`config.mk`:
```
export PLATFORM = sky130hd
export DESIGN_NAME = piso_tx
export DESIGN_NICKNAME = d
export VERILOG_FILES = /design/src/rtl/piso_tx.sv
export SDC_FILE = /design/constraint.sdc
export NUM_CORES = 1
export LEC_CHECK = 0
export BUFFER_PORTS_ARGS = -buffer_cell sky130_fd_sc_hd__buf_2
export CORE_MARGIN = 3
export CORE_UTILIZATION = 45
export DETAILED_ROUTE_END_ITERATION = 12
export PLACE_DENSITY = 0.69
export SLEW_MARGIN = 20
export SYNTH_ARGS = -nofsm -noshare
export SYNTH_HDL_FRONTEND = slang
export SYNTH_SLANG_ARGS = --single-unit
```
`constraint.sdc`:
```
create_clock -name ck -period 1.7 [get_ports ck]
set_input_delay 0.34 -clock ck [delete_from_list [all_inputs] [get_ports ck]]
set_output_delay 0.34 -clock ck [all_outputs]
set_load 0.005 [all_outputs]
```
`src/rtl/piso_tx.sv`:
```
// Framed parallel-in, serial-out transmitter: start bit, N data bits LSB first,
// stop bit. All state and outputs update on the falling edge of ck.
module piso_tx #(
   parameter int N = 4
) (
   input  logic         ck,
   input  logic         rst,
   input  logic         load,
   input  logic [N-1:0] d,
   output logic         so,
   output logic         ready,
   output logic         done,
   output logic [1:0]   state_dbg
);

   localparam int CW = $clog2(N);

   typedef enum logic [1:0] {
      IDLE  = 2'd0,
      START = 2'd1,
      DATA  = 2'd2,
      STOP  = 2'd3
   } state_t;

   state_t          state, state_n;
   logic [N-1:0]    sh, sh_n;
   logic [CW-1:0]   cnt, cnt_n;
   logic            so_n, ready_n, done_n;

   // Handshake: a word transfers on a falling edge where load && ready are both
   // high; d is captured on that edge only and load is ignored while ready is low.

   always_comb begin
      state_n = state;
      sh_n    = sh;
      cnt_n   = cnt;
      unique case (state)
         IDLE: begin
            if (load) begin
               sh_n    = d;
               state_n = START;
            end
         end
         START: begin
            cnt_n   = '0;
            state_n = DATA;
         end
         DATA: begin
            sh_n  = sh >> 1;
            cnt_n = cnt + CW'(1);
            if (cnt == CW'(N - 1)) begin
               state_n = STOP;
            end
         end
         STOP: begin
            if (load) begin
               sh_n    = d;
               state_n = START;
            end else begin
               state_n = IDLE;
            end
         end
         default: state_n = IDLE;
      endcase
   end

   // Outputs are registered, so they are decoded from the state being entered;
   // sh_n[0] is the data bit that will be on the line for the coming cycle.
   always_comb begin
      so_n    = 1'b1;
      ready_n = 1'b1;
      done_n  = 1'b0;
      unique case (state_n)
         IDLE: begin
            so_n    = 1'b1;
            ready_n = 1'b1;
         end
         START: begin
            so_n    = 1'b0;
            ready_n = 1'b0;
         end
         DATA: begin
            so_n    = sh_n[0];
            ready_n = 1'b0;
         end
         STOP: begin
            so_n    = 1'b1;
            ready_n = 1'b1;
            done_n  = 1'b1;
         end
         default: begin
            so_n    = 1'b1;
            ready_n = 1'b1;
         end
      endcase
   end

   always_ff @(negedge ck) begin
      if (rst) begin
         state <= IDLE;
         sh    <= '0;
         cnt   <= '0;
         so    <= 1'b1;
         ready <= 1'b1;
         done  <= 1'b0;
      end else begin
         state <= state_n;
         sh    <= sh_n;
         cnt   <= cnt_n;
         so    <= so_n;
         ready <= ready_n;
         done  <= done_n;
      end
   end

   assign state_dbg = state;

endmodule

```
-- After elaboration in Yosys (flattened, before gate mapping)
Index checks and enable logic that the tools add are counted.
- add/sub/neg operators: 1
- eq/ne operators: 8
- muxes and demuxes: 10
- reduce and logical (&&, ||, !) cells: 8
- operator list (cell ; number):
    == test 2 bit, second input constant ; 5
    one-hot mux 2 bit (4 select lines) ; 1
    one-hot mux 4 bit (2 select lines) ; 1
    OR reduction 2 bit ; 3
    == test 2 x 1 -> 1 bit, second input constant ; 2
    zero test 2 bit ; 2
    two-way mux 2 bit ; 2
    two-way mux 4 bit ; 1
    one-hot mux 2 bit (2 select lines) ; 1
    nonzero test 2 bit ; 2
    one-hot mux 1 bit (3 select lines) ; 1
    adder 2 x 1 -> 2 bit, second input constant ; 1
    two-way mux 1 bit ; 2
    inequality test 2 x 1 -> 1 bit, second input constant ; 1
    one-hot mux 1 bit (2 select lines) ; 1
    AND reduction 2 bit ; 1
- bits in registers: 11
- bits of input ports: 7
- output and inout port bits: 5

-- Depth between registers and ports, before layout
Gate-level depths: netlist of run 1.
- word-level depth: 6
- mapped depth: 10

==> results.yml, run 1 <==
grt:
  grt_max_degree: 7
  grt_overflow_total: 0
  grt_pass1_vias: 571
  grt_pass1_wl_um: 2170
  antenna_found_initial: 0
  grt_usage_pct: 15.9
floorplanning:
  dieArea_um2: 1770
  fp.dieW_um: 42.1
  initial_core_util_pct: 50.6
  ios: 12
  row_count: 12
  core_area_um2: 1160
  die_y_um: 42.1
clocking:
  hold_buffers: 0
  cts_tree: "built"
  clock-sinks: 11
  cts_buffer_depth: 2
  cts_root_buf: "clkbuf_4"
  cts_made_buffers: 3
  insertion_delay_ns: 0.34
  cts.clk_slew.worst_paths_ns: 0.05
  htreeDepth: 1
sta:
  relSlewSlack_pct: 87.3
  tightest_slew_ns: 0.185
  fin_skew_ns: 0.0180
  worst_slack_ns: -0.262
  rsz0062_at_grt: "true"
  whs_ns: 0.451
  tns_ns: -1.44
  final-setup-viol-count: 8
  maxSlewViolCount: 0
  hold_viol_final: 0
worst_hold_path:
  min_path_type: "register to register"
layout:
  drive_gt1_share_pct: 38.2
  final_core_util_pct: 75.1
  diodes: 0
  stdcell_area_um2: 868
  layout.nets: 118
  fin_cells: 116
  syn2layout_area_growth_pct: 48.3
synth:
  synth-main-ff-cell: "dfxtp_1"
  synth_area_um2: 586
  ys_ff_latch: 11
  synth_cell_types: 22
  ys.warnings.count: 0
  async_reset_ff_share_pct: 0
  avgSynthCellArea_um2: 8.74
  syn_inst: 67
  ys_seq_area_share_pct: 37.6
  syn_nets: 82
  synth_edf_count: 0
critical_path:
  critical_path_buf_inv_count: 1
  cp_top_family: "flip-flops"
  critical_path_class: "register to output port"
  r2r_slack_ns: -0.01
  startpoint_type: "register"
  crit_required_ns: 1.36
  slowest_stage: "dfxtp_2"
  arrival_ns: 1.62
  crit_chain: "buf_2"
  crit_path_end_kind: "output port"
  critPathMaxStageDelay_ns: 0.31
  worstPathMaxFanout: 2
route:
  drtAntennaViolNets: 0
  wire_per_inst_um: 12.0
  drc: 0
  drt_first_pass_iters: 4
  dr_total_vias: 586
  routed_wl_um: 1400
  drt_iter0_markers: 9
  viasPerCell: 5.05
outcome:
  status: "finished with violations"
  violations: "negative setup slack"
power:
  vdd_ir_drop_max_v: 0.000821
  p_per_area_nw_per_um2: 1160
  power_leakage_nw: 0.449
  power_mw: 1.01
placement:
  hpwl_um: 920
  port_buffers: 11
  placed_area_um2: 729
  place_ws_ns: -0.536
  place_inst: 100
  globalplace.congestion: 0.761
flow_run:
  drv_cap: 0
[cell families (layout without fill, tap and decap cells)]
logic type	after synthesis	after routing	share of synthesized area, %
mux	2	2	3.42
fa+ha+maj	8	8	17.1
compound gates	13	13	13.2
flops	11	11	37.6
simple gates	24	24	22.4
buf+inv	9	44	6.20
[flip-flops by register name, indices dropped and copies added, names as in the netlist]
| signal | flops |
|---|---|
| cnt | 2 |
| state_dbg | 2 |
| so | 1 |
| ready | 1 |
| sh | 4 |
| done | 1 |
[power breakdown]
group          internal [mW]  leakage (nW)  switching (mW)  total, mW
registers              0.306        0.0915          0.0184      0.324
clock network          0.119        0.0777           0.167      0.286
logic                  0.212         0.280           0.187      0.399
[layout by cell type, fill, tap and decap left out, types with 2 or more instances in the layout]
cell type  count
nand3b_1       3
dfxtp_1        8
a211o_1        2
buf_6          3
nand2b_1       2
nor2_1         5
o21ai_0        2
dfxtp_2        3
ha_4           2
ha_1           6
mux2i_1        2
buf_4         12
buf_2          9
a21oi_1        5
nand2_1        7
inv_1         16
clkbuf_4       3
[what timing repair did]
action	CTS	global route
gates resized for setup	9	5
pin swaps	3	2
setup buffers	2	0
setup endpoints to repair	9	9
[tightest hold or removal path: stages (launching register included)]
cell and delay, ns:
dfxtp_1 0.30, nand2_1 0.05, a21oi_1 0.05
[synthesized netlist by cell type (2+ instances only)]
master | number | area [µm²]
dfxtp_1 | 11 | 220
ha_1 | 8 | 100
nand2_1 | 7 | 26.3
a21oi_1 | 6 | 30.0
inv_1 | 6 | 22.5
nor2_1 | 5 | 18.8
nand3b_1 | 3 | 22.5
o21ai_0 | 3 | 15.0
a211o_1 | 2 | 17.5
buf_2 | 2 | 10.0
mux2i_1 | 2 | 20.0
nand2b_1 | 2 | 12.5
[cell type report]
cell class / instances / area, µm²
multi-input combinational: 47 / 369
fill: 91 / 288
sequential: 11 / 224
timing repair buffer: 24 / 169
clock inverter: 12 / 45.0
clock buffer: 3 / 22.5
inverter: 5 / 21.3
tap: 14 / 17.5
[final timing paths]
kind	startpoint	end	cells after the start
max	state_dbg[0]	state_dbg[0]	1
min	sh[2]	sh[2]	2
max reg2reg	state_dbg[0]	ready	8
min reg2reg	sh[2]	sh[2]	2
[metal layers]
layer  vias to the layer above  share of wire [%]  global-route usage (%)
li1                        295                  -                       -
met1                       269                 44                    16.5
met2                        18                 48                    26.2
met3                         4                6.5                    9.44
met4                         0                1.6                    5.59
met5                         -                  0                       0
Note: power is estimated with default switching activity, not from simulation.
==> run 2, diff against run 1 <==
--- a/config.mk
+++ b/config.mk
@@ -5,11 +5,13 @@
 export SDC_FILE = /design/constraint.sdc
 export NUM_CORES = 1
 export LEC_CHECK = 0
+export ABC_AREA = 1
 export BUFFER_PORTS_ARGS = -buffer_cell sky130_fd_sc_hd__buf_2
-export CORE_MARGIN = 3
-export CORE_UTILIZATION = 45
+export CORE_AREA = 3 3 40 42
 export DETAILED_ROUTE_END_ITERATION = 12
-export PLACE_DENSITY = 0.69
+export DIE_AREA = 0 0 43 45
+export GPL_TIMING_DRIVEN = 0
+export PLACE_DENSITY = 0.66
 export SLEW_MARGIN = 20
 export SYNTH_ARGS = -nofsm -noshare
 export SYNTH_HDL_FRONTEND = slang
==> results.yml, run 2 <==
grt:
  grt_pass1_wl_um: 1730
  grt_usage_pct: 11.7
  grt_max_degree: 11
  grt_pass1_vias: 472
  antenna_found_initial: 0
  grt_overflow_total: 0
synth:
  ys_ff_latch: 11
  synth-main-ff-cell: "dfxtp_1"
  synth_edf_count: 0
  yosysMostFrequentCell: "nand2_1"
  syn_nets: 91
  synth_top_cell_by_area: "dfxtp_1"
  synth_common_cells: "nand2_1, inv_1, dfxtp_1"
  synth_cell_types: 11
  synth_area_um2: 563
  synthTopCellsByArea: "dfxtp_1, ha_1, nand2_1, inv_1, a21oi_1"
  async_reset_ff_share_pct: 0
  synth_top_area_share_pct: 39.1
  avgSynthCellArea_um2: 7.41
  ys_seq_area_share_pct: 39.1
  syn_inst: 76
  ys.warnings.count: 0
route:
  dr_total_vias: 521
  drt_iter0_markers: 2
  drt_first_pass_iters: 2
  drc: 0
  drtAntennaViolNets: 0
  routed_wl_um: 1030
  wire_per_inst_um: 8.66
  viasPerCell: 4.38
sta:
  hold_viol_final: 0
  fin_skew_ns: 0.0108
  whs_ns: 0.461
  rsz0062_at_grt: "true"
  worst_slack_ns: -0.232
  tightest_slew_ns: 0.441
  relSlewSlack_pct: 70.6
  maxSlewViolCount: 0
  tns_ns: -1.11
  final-setup-viol-count: 5
critical_path:
  critical_path_class: "register to output port"
  crit_path_end_kind: "output port"
  critPathMaxStageDelay_ns: 0.30
  crit_chain: "buf_2"
  cp_top_family: "flip-flops"
  critical_path_buf_inv_count: 1
  worstPathMaxFanout: 2
  crit_required_ns: 1.36
  startpoint_type: "register"
  arrival_ns: 1.59
  slowest_stage: "dfxtp_2"
floorplanning:
  core_area_um2: 1280
  initial_core_util_pct: 43.8
  row_count: 13
  fp.dieW_um: 43
  ios: 12
  die_y_um: 45
  dieArea_um2: 1940
clocking:
  cts_root_buf: "clkbuf_4"
  insertion_delay_ns: 0.33
  cts.clk_slew.worst_paths_ns: 0.03
  htreeDepth: 1
  cts_tree: "built"
  clock-sinks: 11
  hold_buffers: 0
  cts_made_buffers: 3
  cts_buffer_depth: 2
outcome:
  status: "finished with violations"
  violations: "negative setup slack"
placement:
  hpwl_um: 763
  place_ws_ns: -0.370
  port_buffers: 11
  globalplace.congestion: 0.751
  placed_area_um2: 643
  place_inst: 102
layout:
  top_register: "sh"
  drive_gt1_share_pct: 26.0
  stdcell_area_um2: 764
  fillers: 120
  largest_reg_flops: 4
  multi_input_area_um2: 325
  syn2layout_area_growth_pct: 35.8
  register_area_um2: 223
  diodes: 0
  final_core_util_pct: 59.5
  fin_cells: 119
  final_common_cell: "inv_1"
  layout.nets: 120
  layout_common_cells: "inv_1, nand2_1, buf_2"
power:
  power_leakage_nw: 0.411
  p_per_area_nw_per_um2: 1170
  vdd_ir_drop_max_v: 0.000585
  power_uw: 894
flow_run:
  drv_cap: 0
worst_hold_path:
  min_path_type: "register to register"
-- run 2: changes by cell type after synthesis, sizes merged, moves of 2 or more --
cell / delta
nand2: +10
nor2: +2
and3b: -2
nand2b: -2
mux2i: -2
a211o: -2
inv: +8
nand3: +5
nand3b: -3
buf: -2
-- run 2: repair_timing --
item | CTS | global route
resized for setup | 4 | 5
pin swaps | 0 | 1
setup buffers | 2 | 1
hold endpoints to repair | 0 | 0
setup endpoints to repair | 7 | 7
cloned | 0 | 0
-- run 2: cell type report --
cell class,instances,area share [%]
Inverter,13,6.38
Clock buffer,3,2.95
Clock inverter,12,5.89
Sequential cell,11,29.1
Multi-Input combinational cell,50,42.6
Buffer,1,0.491
Tap cell,15,2.45
Timing Repair Buffer,14,10.1
-- run 2: worst paths after layout --
check | slack (ns) | from | cells after the start | to
max | -0.23 | state_dbg[1] | 1 | state_dbg[1]
min | 0.46 | sh[1] | 2 | sh[1]
max reg2reg | 0.14 | state_dbg[0] | 9 | so
min reg2reg | 0.46 | sh[1] | 2 | sh[1]
-- run 2: cell families after synthesis --
| logic type | synth area share [%] |
|---|---|
| AO/OA/AOI/OAI | 11.8 |
| adder cells (fa/ha/maj) | 17.8 |
| buffers and inverters | 10.0 |
| flip-flops | 39.1 |
| AND/OR/NAND/NOR | 21.3 |
-- run 2: power by group --
| group | total [mW] | internal (mW) | switching (mW) |
|---|---|---|---|
| sequential | 0.317 | 0.304 | 0.0122 |
| combinational | 0.314 | 0.142 | 0.172 |
| clock | 0.263 | 0.118 | 0.145 |
-- run 2: metal layers --
layer / share of wire [%] / track usage [%] / up-vias
met4: 0 / 9.04 / 0
met3: 5.0 / 5.58 / 0
met5: 0 / 0 / -
li1: - / - / 293
met1: 48 / 11.7 / 219
met2: 47 / 18.9 / 9
-- run 2: worst min-delay path, cell delays in order (launching register included) --
cell and delay (ns):
dfxtp_1 0.30, nand2_1 0.06, a21oi_1 0.05
==> run 3, diff against run 2 <==
--- a/config.mk
+++ b/config.mk
@@ -5,13 +5,13 @@
 export SDC_FILE = /design/constraint.sdc
 export NUM_CORES = 1
 export LEC_CHECK = 0
-export ABC_AREA = 1
 export BUFFER_PORTS_ARGS = -buffer_cell sky130_fd_sc_hd__buf_2
-export CORE_AREA = 3 3 40 42
+export CORE_MARGIN = 3
+export CORE_UTILIZATION = 45
 export DETAILED_ROUTE_END_ITERATION = 12
-export DIE_AREA = 0 0 43 45
 export GPL_TIMING_DRIVEN = 0
-export PLACE_DENSITY = 0.66
+export PLACE_DENSITY = 0.69
+export SETUP_SLACK_MARGIN = 0.3
 export SLEW_MARGIN = 20
 export SYNTH_ARGS = -nofsm -noshare
 export SYNTH_HDL_FRONTEND = slang
==> results.yml, run 3 (same netlist as run 1, synthesis figures left out) <==
outcome:
  status: "finished with violations"
  violations: "negative setup slack"
placement:
  port_buffers: 11
  globalplace.congestion: 0.694
  hpwl_um: 786
clocking:
  clock-sinks: 11
  insertion_delay_ns: 0.37
  cts_made_buffers: 3
  cts_root_buf: "clkbuf_4"
  cts.clk_slew.worst_paths_ns: 0.05
  cts_tree: "built"
  cts_buffer_depth: 2
  htreeDepth: 1
route:
  viasPerCell: 5.55
  wire_per_inst_um: 17.2
  drc: 0
  routed_wl_um: 1950
  drt_iter0_markers: 14
  dr_total_vias: 627
  drt_first_pass_iters: 4
  drtAntennaViolNets: 0
critical_path:
  arrival_ns: 1.65
  crit_path_end_kind: "output port"
  r2r_slack_ns: -0.08
  critical_path_class: "register to output port"
  r2r_cells: 9
  startpoint_type: "register"
  critical_path_buf_inv_count: 1
  r2r-start: "state_dbg[0]"
  critPathMaxStageDelay_ns: 0.32
  rr_endpoint: "ready"
  slowest_stage: "dfxtp_2"
  worstPathMaxFanout: 2
  crit_required_ns: 1.36
  cp_top_family: "flip-flops"
  crit_chain: "buf_2"
layout:
  syn2layout_area_growth_pct: 68.2
  drive_gt1_share_pct: 51.5
  final_common_cell: "inv_1"
  largest_reg_flops: 4
  final_core_util_pct: 85.2
  layout.nets: 115
  diodes: 0
  top_register: "sh"
  layout_common_cells: "inv_1, buf_2, nand2_1, dfxtp_1, buf_6"
floorplanning:
  core_area_um2: 1160
  fp.dieW_um: 42.1
  initial_core_util_pct: 50.6
  ios: 12
  dieArea_um2: 1770
  die_y_um: 42.1
  row_count: 12
power:
  vdd_ir_drop_max_v: 0.000925
  power_leakage_nw: 0.458
  p_per_area_nw_per_um2: 1310
sta:
  maxSlewViolCount: 0
  final-setup-viol-count: 7
  rsz0062_at_grt: "true"
  relSlewSlack_pct: 85.7
  tightest_slew_ns: 0.215
  tns_ns: -1.57
  hold_viol_final: 0
  worst_slack_ns: -0.292
  fin_skew_ns: 0.0289
worst_hold_path:
  min_from: "sh[1]"
  hold-path-endpoint: "sh[1]"
  hold_depth: 2
  min_path_type: "register to register"
grt:
  grt_pass1_wl_um: 2280
  antenna_found_initial: 0
  grt_overflow_total: 0
  grt_usage_pct: 17.7
  grt_max_degree: 11
  grt_pass1_vias: 564
flow_run:
  drv_cap: 0
==> run 3: changes by cell type in the layout (fill, tap and decap cells not counted), moves of 3 or more <==
cell / change
inv_1: -13
nand2_1: -9
a21oi_1: -5
buf_6: +5
nand3_1: -5
a21oi_2: +4
nand3b_1: +3
==> run 3: how the worst max path moves through the flow <==
stage,depth (start not counted),slack (ns),to,from
final,1,-0.29,state_dbg[0],state_dbg[0]
after global routing,1,-0.33,done,done
after CTS,1,-0.28,state_dbg[0],state_dbg[0]
after detailed placement,6,-0.63,ready,load
after global placement,6,-0.64,ready,load
after floorplan,5,-0.41,ready,load
==> run 3: per-layer routing <==
layer	share of wire, %	track usage, %	vias up
li1	-	-	287
met1	38	17.1	300
met2	51	27.5	32
met3	7.1	9.01	8
met4	3.7	14.9	0
met5	0	0	-
==> run 3: layout make-up <==
class / count / area, µm²
multi-input cells: 47 / 438
flip-flops and latches: 11 / 225
clock buffers: 3 / 22.5
well taps: 14 / 17.5
fillers: 59 / 171
plain buffers: 3 / 51.3
inverters: 5 / 23.8
repair buffers: 18 / 135
clock inverters: 12 / 71.3
==> run 3: metrics by stage <==
step | std cells | worst slack (ns) | hold slack (ns) | power (mW) | instance area [µm²]
floorplan | 67 | -0.414 | 0.433 | 0.566 | 617
global placement | 92 | -0.635 | 0.444 | 0.639 | 689
detailed placement | 92 | -0.630 | 0.451 | 0.642 | 689
CTS | 111 | -0.284 | 0.453 | 1.15 | 883
global route | 113 | -0.326 | 0.491 | 1.36 | 985
finish | 113 | -0.292 | 0.476 | 1.29 | 985
==> run 3: timing repair <==
action	in CTS	in global routing
hold buffers	0	0
buffers inserted	5	2
pin swaps	7	5
gates resized for setup	20	20
endpoints found under the setup margin	15	14
==> run 3: power breakdown <==
group | internal (mW) | switching, mW
Combinational | 0.257 | 0.245
Sequential | 0.307 | 0.0208
Clock | 0.273 | 0.188
